### config.mk
export PLATFORM = sky130hd
export DESIGN_NAME = mips_run_ctrl
export DESIGN_NICKNAME = d
export VERILOG_FILES = /design/src/rtl/mips_run_ctrl.sv
export SDC_FILE = /design/constraint.sdc
export NUM_CORES = 1
export LEC_CHECK = 0
export CORE_MARGIN = 10
export CORE_UTILIZATION = 40
export DETAILED_ROUTE_END_ITERATION = 16
export PLACE_DENSITY = 0.79
export SYNTH_ARGS = -nofsm -noshare
export SYNTH_HDL_FRONTEND = slang
export SYNTH_SLANG_ARGS = --single-unit
### constraint.sdc
create_clock -name clk -period 4.1 [get_ports clk]
set_input_delay 0.82 -clock clk [delete_from_list [all_inputs] [get_ports clk]]
set_output_delay 0.82 -clock clk [all_outputs]
set_load 0.03 [all_outputs]
### src/rtl/mips_run_ctrl.sv
// mips_run_ctrl -- program-load and run controller for the single-cycle MIPS core.
//
// Accepts a valid/ready stream of image words and steers each one into
// instruction or data memory through registered write ports. The core is held
// in reset while the image loads. After loading, the controller runs the core
// until it halts (PC stuck on a jump-to-self) or until a programmable cycle
// budget is used up.
//
// Ports:
//   clk, rst              clock; synchronous active-high reset
//   ld_valid/ld_ready     load handshake; ld_sel picks the memory (0 imem, 1 dmem),
//                         ld_addr/ld_data give the word, ld_last marks the end
//   run_limit             cycle budget, sampled on RUN entry (0 = unlimited)
//   imem_we/dmem_we       write strobes, at most one high, 1 cycle after handshake
//   mem_addr/mem_wdata    registered write address and data
//   cpu_rst               core reset (high outside RUN)
//   cpu_pc                core PC, watched for a halt
//   done/timeout          run finished / finished on budget rather than halt
//   cycle_cnt             RUN cycles elapsed (saturating)
module mips_run_ctrl #(
  parameter int ADDR_W      = 6,
  parameter int DATA_W      = 32,
  parameter int PC_W        = 32,
  parameter int CYC_W       = 16,
  parameter int HALT_REPEAT = 4
) (
  input  logic              clk,
  input  logic              rst,
  input  logic              ld_valid,
  output logic              ld_ready,
  input  logic              ld_sel,
  input  logic [ADDR_W-1:0] ld_addr,
  input  logic [DATA_W-1:0] ld_data,
  input  logic              ld_last,
  input  logic [CYC_W-1:0]  run_limit,
  output logic              imem_we,
  output logic              dmem_we,
  output logic [ADDR_W-1:0] mem_addr,
  output logic [DATA_W-1:0] mem_wdata,
  output logic              cpu_rst,
  input  logic [PC_W-1:0]   cpu_pc,
  output logic              done,
  output logic              timeout,
  output logic [CYC_W-1:0]  cycle_cnt
);

  localparam int STALL_W = $clog2(HALT_REPEAT + 1);

  typedef enum logic [1:0] {
    S_LOAD,
    S_FLUSH,
    S_RUN,
    S_DONE
  } state_t;

  state_t             state, state_nxt;
  logic [PC_W-1:0]    prev_pc;
  logic [STALL_W-1:0] stall_cnt;
  logic [CYC_W-1:0]   limit_q;

  logic               hs;
  logic [CYC_W-1:0]   cnt_inc;
  logic               pc_same;
  logic               halt_hit;
  logic               budget_hit;

  assign hs      = ld_valid & ld_ready;
  assign cnt_inc = (cycle_cnt == '1) ? cycle_cnt : cycle_cnt + 1'b1;

  // prev_pc holds nothing meaningful during the first RUN cycle, so the
  // comparison is only trusted once at least one RUN cycle has been counted.
  assign pc_same    = (cycle_cnt != '0) && (cpu_pc == prev_pc);
  assign halt_hit   = pc_same && (stall_cnt == STALL_W'(HALT_REPEAT - 1));
  assign budget_hit = (limit_q != '0) && (cnt_inc == limit_q);

  // Outputs below are decoded from the state register alone, so no input
  // reaches an output combinationally.
  always_comb begin
    // NOTE: every signal gets a default before the case so no path leaves it
    // unassigned, which would otherwise infer a latch.
    state_nxt = state;
    ld_ready  = 1'b0;
    cpu_rst   = 1'b1;
    done      = 1'b0;
    case (state)
      S_LOAD: begin
        ld_ready = 1'b1;
        if (hs && ld_last) state_nxt = S_FLUSH;
      end
      S_FLUSH: state_nxt = S_RUN;
      S_RUN: begin
        cpu_rst = 1'b0;
        if (halt_hit || budget_hit) state_nxt = S_DONE;
      end
      S_DONE: done = 1'b1;
      default: state_nxt = S_LOAD;
    endcase
  end

  always_ff @(posedge clk) begin
    // NOTE: sequential state uses non-blocking assignments so every register
    // samples pre-edge values regardless of statement order.
    if (rst) begin
      state     <= S_LOAD;
      imem_we   <= 1'b0;
      dmem_we   <= 1'b0;
      mem_addr  <= '0;
      mem_wdata <= '0;
      timeout   <= 1'b0;
      cycle_cnt <= '0;
      stall_cnt <= '0;
      prev_pc   <= '0;
      limit_q   <= '0;
    end else begin
      state   <= state_nxt;
      imem_we <= hs & ~ld_sel;
      dmem_we <= hs & ld_sel;
      if (hs) begin
        mem_addr  <= ld_addr;
        mem_wdata <= ld_data;
      end

      if (state == S_FLUSH) limit_q <= run_limit;

      if (state == S_RUN) begin
        cycle_cnt <= cnt_inc;
        prev_pc   <= cpu_pc;
        stall_cnt <= pc_same ? stall_cnt + 1'b1 : '0;
        // A halt on the same edge as the budget is reported as a clean halt.
        if (halt_hit)        timeout <= 1'b0;
        else if (budget_hit) timeout <= 1'b1;
      end
    end
  end

endmodule

==> flow_metrics.tcl, run 1 <==
set metrics [dict create \
    outcome "finished clean" \
    yosys-top-cells-area "dfxtp_1, mux2i_1, nand2_1, xor2_1, nor2_1" \
    clk_pin_slew_ps 70 \
    critPathArrivalTime_ps 3560 \
    syn_area_sq_mm 0.00524 \
    crit_type "flip-flop to flip-flop" \
    synthesis.instances 604 \
    antenna_found_initial 0 \
    r2r_cells 9 \
    hold_viol_final 0 \
    cp-endpoint "timeout" \
    ctsRootBufferMaster "clkbuf_16" \
    avgRoutedWirePerCell_microns 16.3 \
    dieArea_sq_mm 0.0181 \
    area_growth_pct 35.7 \
    grt-ovfl-total 0 \
    slowest_delay_ps 470 \
    grt_pass1_vias 4716 \
    rsz0062_at_grt "no" \
    htree_levels 3 \
    finClkSkew_ps 9.41 \
    syn_nets 704 \
    setup_viol 0 \
    synth_xor_area_frac 0.100 \
    dr.pass1.iters 5 \
    internal-power_mw 2.24 \
    critPathLaunchType "flip-flop" \
    cts_inserted_buffers 9 \
    path_max_fanout 9 \
    rows 41 \
    p_per_area_mw_per_mm2 497 \
    place_area_sq_mm 0.00682 \
    synth-edff-count 0 \
    min_period_ps 3290 \
    vias_per_cell 5.17 \
    dieWidth_microns 134 \
    worstSetupStartpoint "cycle_cnt[0]" \
    finalMaxSlewViolations 0 \
    cts_tree "done" \
    r2r_slack_ps 810 \
    remaining_drc_errors 0 \
    crit_family "simple AND/OR/NAND/NOR gates" \
    synth_seq_cells 110 \
    drive_above_1_share 0.0490 \
    synth_fa_ha_area_frac 0.0215 \
    ctsResizeCount 0 \
    peakVddDrop_mv 0.290 \
    drv_cap 0 \
    period_share 0.802 \
    worst_slew_pin_slew_ps 1200 \
    yosys.area.top_type "dfxtp_1" \
    clock_path_buffers 2 \
    vias 4690 \
    ys.flop_type "dfxtp_1" \
    synth_top_family_by_area "simple AND/OR/NAND/NOR gates" \
    grt_pass1_wl_microns 24000 \
    synth-seq-area-share 0.420 \
    power_frac_comb 0.374 \
    synth-compound-area-share 0.0944 \
    pre_cts_ws_ps 833 \
    timing.fmax_mhz 304 \
    clk_latency_ps 350 \
    core_sq_mm 0.0127 \
    postLayoutCellArea_sq_mm 0.00711 \
    io_buffers 150 \
    grt_max_degree 70 \
    tns_ps 0 \
    path_cells "ha_1 > and4_2 > nand4_4 > and4b_1 > a2111o_1 > or4_4 > nor4_4 > a21oi_2 > a311oi_2" \
    seq_power_share 0.390 \
    p_sw_mw 1.29 \
    gp_congestion 0.896 \
    r2r-start "cycle_cnt[0]" \
    nNetsFinal 830 \
    worst-path-stages 9 \
    p_clk_frac 0.237 \
    num_io_pins 151 \
    antenna_cells 0 \
    fillers 1158 \
    critPathRequiredTime_ps 4370 \
    end_kind "flip-flop" \
    die_height_microns 134 \
    drtIter0Drc 224 \
    grtUsageTotal 0.162 \
    cts_setup_buffers 0 \
    muxShareOfSynthArea 0.0956 \
    synth-simple-area-share 0.231 \
    yosys.cell_types.count 51 \
    maxSlewHeadroom 0.197 \
    place_hpwl_microns 11400 \
    hold_buffers 0 \
    p_leak_nw 2.60 \
    cp_num_buf_inv 0 \
    mostFrequentLayoutCells "clkdlybuf4s50_1, dfxtp_1, nand2_1" \
    synth_top_area_frac 0.420 \
    whs_ps 457 \
    start_util 0.412 \
    layout_commonest_cell "clkdlybuf4s50_1" \
    synth_area_per_cell_sq_um 8.67 \
    synthArstFlopShare 0 \
    r2r-end "timeout" \
    cts_sinks 110 \
    postRouteAntennaNets 0 \
    yosys_warnings 0 \
    critical-path-slowest-cell "dfxtp_1" \
    swShare 0.364 \
    finalWorstSetupSlack_ps 811 \
    drt_wl_total_microns 14800 \
    hold_class "flip-flop to flip-flop" \
]
## how the worst min path moves through the flow
| stage | slack, ps | depth (start not counted) | end | startpoint |
|---|---|---|---|---|
| floorplan | 440 | 2 | stall_cnt[2] | stall_cnt[2] |
| global route | 490 | 2 | mem_wdata[11] | mem_wdata[11] |
| CTS | 460 | 2 | mem_wdata[10] | mem_wdata[10] |
| finish | 460 | 2 | mem_wdata[14] | mem_wdata[14] |
| detailed placement | 450 | 2 | mem_wdata[10] | mem_wdata[10] |
| global placement | 440 | 2 | mem_wdata[3] | mem_wdata[3] |
## stage by stage
stage / power, mW / cells / utilization
after floorplan: 2.28 / 604 / -
after global placement: 2.68 / 891 / 0.536
after detailed placement: 2.73 / 891 / 0.536
after CTS: 3.57 / 907 / 0.559
after global routing: 3.75 / 907 / 0.559
final: 3.53 / 907 / 0.559
## state kept, by name (all words and copies together), names as in the netlist, 2 cells and up
| signal | count |
|---|---|
| mem_wdata | 32 |
| prev_pc | 32 |
| cycle_cnt | 16 |
| limit_q | 16 |
| mem_addr | 6 |
| stall_cnt | 3 |
| state | 2 |
## cell usage after synthesis (4+ instances only)
cell type and count:
nand4_1 12, nor4_1 18, a31oi_1 6, nor3_1 4, xor2_1 34, dfxtp_1 110, a21oi_1 50, o21ai_0 5
buf_2 12, clkbuf_1 25, mux2i_1 50, ha_1 9, inv_1 7, nand3_1 11, xnor2_1 26, and3_1 5
nor2_1 73, nand2_1 96
## metal layers
layer,global-route usage,vias up,wire (microns),share of wire
met5,0,-,0,0
met4,0.0490,0,214,0.014
met3,0.0534,15,1030,0.069
met2,0.263,156,6890,0.47
met1,0.197,2201,6650,0.45
li1,-,2318,-,-
## worst register-to-register path: stages (launching register included)
cell and delay [ps]:
dfxtp_1 470, ha_1 370, and4_2 360, nand4_4 180
and4b_1 250, a2111o_1 380, or4_4 430, nor4_4 420
a21oi_2 110, a311oi_2 250
## kinds of logic after synthesis
| family | count (synthesis) |
|---|---|
| fa+ha+maj | 9 |
| mux | 50 |
| flops | 110 |
| simple gates | 246 |
| xor+xnor | 60 |
| compound gates | 82 |
| buf+inv | 47 |
## cell type report
class                      instances  area (sq um)  share of cell area
tap                              172           215              0.0303
clock inverter                     7          57.6             0.00810
multi-input combinational        447          2850               0.401
sequential                       110          2200               0.310
timing repair buffer             154          1530               0.215
clock buffer                       9           225              0.0317
inverter                           8          30.0             0.00423
## power by group through the flow
stage	combinational (mW)	sequential, mW	clock (mW)
floorplan	0.771	1.51	0
global placement	1.29	1.39	0
detailed placement	1.33	1.40	0
CTS	1.34	1.38	0.858
global route	1.44	1.40	0.907
finish	1.32	1.38	0.835
No activity file was read; power rests on OpenSTA's default activity.
==> run 2: changes to the inputs <==
==> constraint.sdc (replaced) <==
create_clock -name clk -period 3.2 [get_ports clk]
set_input_delay 0.64 -clock clk [delete_from_list [all_inputs] [get_ports clk]]
set_output_delay 0.64 -clock clk [all_outputs]
set_load 0.03 [all_outputs]
==> flow_metrics.tcl, run 2 (same netlist as run 1, synthesis figures left out) <==
set metrics [dict create \
    fillers 1141 \
    p_leak_nw 2.67 \
    power_mw 4.54 \
    hold_viol_final 0 \
    drt_wl_total_microns 15200 \
    nNetsFinal 844 \
    cp_num_buf_inv 0 \
    io_buffers 150 \
    place_hpwl_microns 11800 \
    finalWorstSetupSlack_ps 192 \
    gp_congestion 0.888 \
    remaining_drc_errors 0 \
    cts_tree "done" \
    rsz0062_at_grt "no" \
    critical-path-slowest-cell "dfxtp_1" \
    critPathRequiredTime_ps 3470 \
    drive_above_1_share 0.0668 \
    maxSlewHeadroom 0.336 \
    timing.fmax_mhz 333 \
    critPathArrivalTime_ps 3270 \
    drv_cap 0 \
    utilization 0.566 \
    place_area_sq_mm 0.00693 \
    layout_commonest_cell "clkdlybuf4s50_1" \
    tns_ps 0 \
    clk_pin_slew_ps 70 \
    hold_class "flip-flop to flip-flop" \
    area_growth_pct 37.6 \
    postLayoutCellArea_sq_mm 0.00721 \
    min_period_ps 3010 \
    finalMaxSlewViolations 0 \
    crit_family "simple AND/OR/NAND/NOR gates" \
    path_max_fanout 12 \
    grt-ovfl-total 0 \
    outcome "finished clean" \
    path_cells "and4_1 > nand4_4 > and4b_1 > a2111o_1 > or4_4 > nor4_4 > a21oi_2 > a311oi_2" \
    ctsRootBufferMaster "clkbuf_16" \
    vias 4747 \
    die_height_microns 134 \
    drtIter0Drc 269 \
    grtUsageTotal 0.168 \
    rows 41 \
    start_util 0.412 \
    cts_sinks 110 \
    peakVddDrop_mv 0.280 \
    period_share 0.940 \
    clock_path_buffers 2 \
    crit_type "flip-flop to flip-flop" \
    hold_buffers 0 \
    grt_pass1_vias 4800 \
    p_per_area_mw_per_mm2 630 \
    vias_per_cell 5.16 \
    grt_max_degree 51 \
    critPathLaunchType "flip-flop" \
    core_sq_mm 0.0127 \
    slowest_delay_ps 590 \
    reg_top3 "mem_wdata: 32 flops, prev_pc: 32 flops" \
    postRouteAntennaNets 0 \
    num_io_pins 151 \
    setup_viol 0 \
    clk_latency_ps 360 \
    worst_slew_pin_slew_ps 997 \
    pre_cts_ws_ps 190 \
    end_kind "flip-flop" \
    htree_levels 3 \
    finClkSkew_ps 9.40 \
    antenna_cells 0 \
    grt_pass1_wl_microns 24700 \
    dieArea_sq_mm 0.0181 \
    antenna_found_initial 0 \
    dr.pass1.iters 4 \
    cts_inserted_buffers 9 \
    mostFrequentLayoutCells "clkdlybuf4s50_1, dfxtp_1, nand2_1" \
    avgRoutedWirePerCell_microns 16.5 \
    dieWidth_microns 134 \
]
[run 2: per-stage QoR]
step / cells / hold slack (ps)
finish: 920 / 455
global route: 920 / 479
CTS: 920 / 457
detailed placement: 905 / 447
global placement: 905 / 442
floorplan: 604 / 441
[run 2: final timing paths]
check | startpoint | to | slack, ps | cells past startpoint
worst max register to register | cycle_cnt[6] | timeout | 190 | 8
worst min-delay path | mem_wdata[28] | mem_wdata[28] | 450 | 2
worst max-delay path | cycle_cnt[6] | timeout | 190 | 8
worst min register to register | mem_wdata[28] | mem_wdata[28] | 450 | 2
[run 2: area by class of cell]
type / instances / area (sq um) / area share
repair buffers: 168 / 1630 / 0.227
multi-input cells: 447 / 2850 / 0.396
flip-flops and latches: 110 / 2200 / 0.306
clock buffers: 9 / 225 / 0.0313
clock inverters: 6 / 45.0 / 0.00625
inverters: 8 / 30.0 / 0.00417
well taps: 172 / 215 / 0.0299
[run 2: worst register-to-register path, stage by stage (launching register included)]
cell and delay (ps):
dfxtp_1 590, and4_1 380, nand4_4 190, and4b_1 230
a2111o_1 370, or4_4 430, nor4_4 380, a21oi_2 100
a311oi_2 250
[run 2: what timing repair did]
item                       in CTS  in global routing
setup buffers                   0                  0
gates resized for setup         0                  2
setup endpoints to repair       0                  2
[run 2: report_power, final]
| group | switching (mW) | total [mW] | internal, mW |
|---|---|---|---|
| combinational | 0.978 | 1.74 | 0.761 |
| sequential | 0.162 | 1.76 | 1.59 |
| clock | 0.511 | 1.04 | 0.531 |
| total | 1.65 | 4.54 | 2.89 |
[run 2: layer usage]
metal  wire (microns)  track usage  vias to the layer above  part of all wire
li1                 -            -                     2354                 -
met2             7030        0.273                      149              0.46
met4              260       0.0611                        0             0.017
met1             6740        0.205                     2225              0.44
met5                0            0                        -                 0
met3             1170       0.0485                       19             0.077
==> run 3: changes to the inputs <==
--- a/config.mk
+++ b/config.mk
@@ -6,9 +6,9 @@
 export NUM_CORES = 1
 export LEC_CHECK = 0
 export CORE_MARGIN = 10
-export CORE_UTILIZATION = 40
+export CORE_UTILIZATION = 26
 export DETAILED_ROUTE_END_ITERATION = 16
-export PLACE_DENSITY = 0.79
+export PLACE_DENSITY = 0.59
 export SYNTH_ARGS = -nofsm -noshare
 export SYNTH_HDL_FRONTEND = slang
 export SYNTH_SLANG_ARGS = --single-unit
==> flow_metrics.tcl, run 3 (same netlist as run 1, synthesis figures left out) <==
set metrics [dict create \
    timing.fmax_mhz 330 \
    fillers 2061 \
    path_max_fanout 12 \
    cp_num_buf_inv 0 \
    p_leak_nw 2.72 \
    rsz0062_at_grt "no" \
    maxSlewHeadroom 0.524 \
    layout_commonest_cell "clkdlybuf4s50_1" \
    critical-path-slowest-cell "dfxtp_1" \
    hold_viol_final 0 \
    tns_ps 0 \
    power_frac_comb 0.377 \
    min_period_ps 3030 \
    grtUsageTotal 0.119 \
    core_sq_mm 0.0197 \
    path_cells "and4_1 > nand4_4 > and4b_1 > a2111o_1 > or4_4 > nor4_4 > a21oi_2 > a311oi_2" \
    p_per_area_mw_per_mm2 631 \
    outcome "finished clean" \
    drv_cap 0 \
    htree_levels 3 \
    worst_slew_pin_slew_ps 714 \
    dp_cells 1004 \
    cts_inserted_buffers 9 \
    cts_setup_buffers 0 \
    setup_viol 0 \
    finClkSkew_ps 7.95 \
    period_share 0.946 \
    finalMaxSlewViolations 0 \
    vias 4657 \
    place_area_sq_mm 0.00710 \
    grt_pass1_vias 4591 \
    grt-ovfl-total 0 \
    antenna_cells 0 \
    gp_congestion 0.867 \
    rows 51 \
    dieArea_sq_mm 0.0262 \
    ctsRootBufferMaster "clkbuf_16" \
    clk_pin_slew_ps 70 \
    num_io_pins 151 \
    drt_wl_total_microns 15900 \
    grt_max_degree 48 \
    dieWidth_microns 162 \
    end_kind "flip-flop" \
    critPathArrivalTime_ps 3290 \
    p_clk_frac 0.249 \
    seq_power_share 0.374 \
    mostFrequentLayoutCells "clkdlybuf4s50_1, dfxtp_1, nand2_1" \
    nNetsFinal 850 \
    io_buffers 150 \
    postLayoutCellArea_sq_mm 0.00741 \
    cts_tree "done" \
    r2r_slack_ps 170 \
    whs_ps 453 \
    peakVddDrop_mv 0.274 \
    remaining_drc_errors 0 \
    grt_pass1_wl_microns 25300 \
    start_util 0.266 \
    clock_path_buffers 2 \
    drive_above_1_share 0.0728 \
    critPathRequiredTime_ps 3470 \
    antenna_found_initial 0 \
    cts_sinks 110 \
    swShare 0.357 \
    avgRoutedWirePerCell_microns 15.6 \
    regArea_sq_mm 0.00220 \
    vias_per_cell 4.57 \
    critPathLaunchType "flip-flop" \
    multiInputGateArea_sq_mm 0.00285 \
    clk_latency_ps 350 \
    dr.pass1.iters 4 \
    hold_buffers 0 \
    die_height_microns 162 \
    slowest_delay_ps 590 \
    crit_family "simple AND/OR/NAND/NOR gates" \
    postRouteAntennaNets 0 \
    ctsResizeCount 0 \
    fin_cells 1020 \
    pre_cts_ws_ps 225 \
    area_growth_pct 41.5 \
    internal-power_mw 3.01 \
    hold_class "flip-flop to flip-flop" \
    p_sw_mw 1.67 \
    drtIter0Drc 254 \
    finalWorstSetupSlack_ps 173 \
    reg_top3 "mem_wdata: 32 flops, prev_pc: 32 flops" \
    place_hpwl_microns 12000 \
    crit_type "flip-flop to flip-flop" \
]
run 3: cell type report:
cell class                      count  area share
Clock buffer                       10      0.0323
Clock inverter                      6     0.00929
Inverter                            8     0.00405
Multi-Input combinational cell    447       0.384
Sequential cell                   110       0.297
Tap cell                          265      0.0447
Timing Repair Buffer              174       0.228
run 3: path summary, 6_finish.rpt:
check | start | end | cells after the start
worst max-delay path | cycle_cnt[6] | timeout | 8
worst min-delay path | mem_wdata[11] | mem_wdata[11] | 2
worst max register to register | cycle_cnt[6] | timeout | 8
worst min register to register | mem_wdata[11] | mem_wdata[11] | 2
run 3: routing by layer:
layer,global-route usage,wire length (microns)
met1,0.154,7500
met2,0.182,6980
met3,0.0432,1240
met4,0.0327,165
met5,0,0
run 3: power groups by stage:
stage	sequential, mW	combinational (mW)	clock, mW
final	1.75	1.76	1.16
after global routing	1.78	1.94	1.27
after CTS	1.75	1.80	1.23
after detailed placement	1.78	1.79	0
after global placement	1.78	1.78	0
after floorplan	1.94	0.988	0
run 3: worst reg2reg max path, delay by kind of cell, from the launching register on:
| kind | cells | cell delay, ps |
|---|---|---|
| AND/OR/NAND/NOR | 5 | 1620 |
| flip-flops | 1 | 590 |
| AO/OA/AOI/OAI | 3 | 720 |
run 3: metrics by stage:
step | total power, mW | util
2_1_floorplan | 2.93 | -
3_3_place_gp | 3.56 | 0.361
3_5_place_dp | 3.57 | 0.361
4_1_cts | 4.78 | 0.377
5_1_grt | 4.99 | 0.377
6_report | 4.68 | 0.377
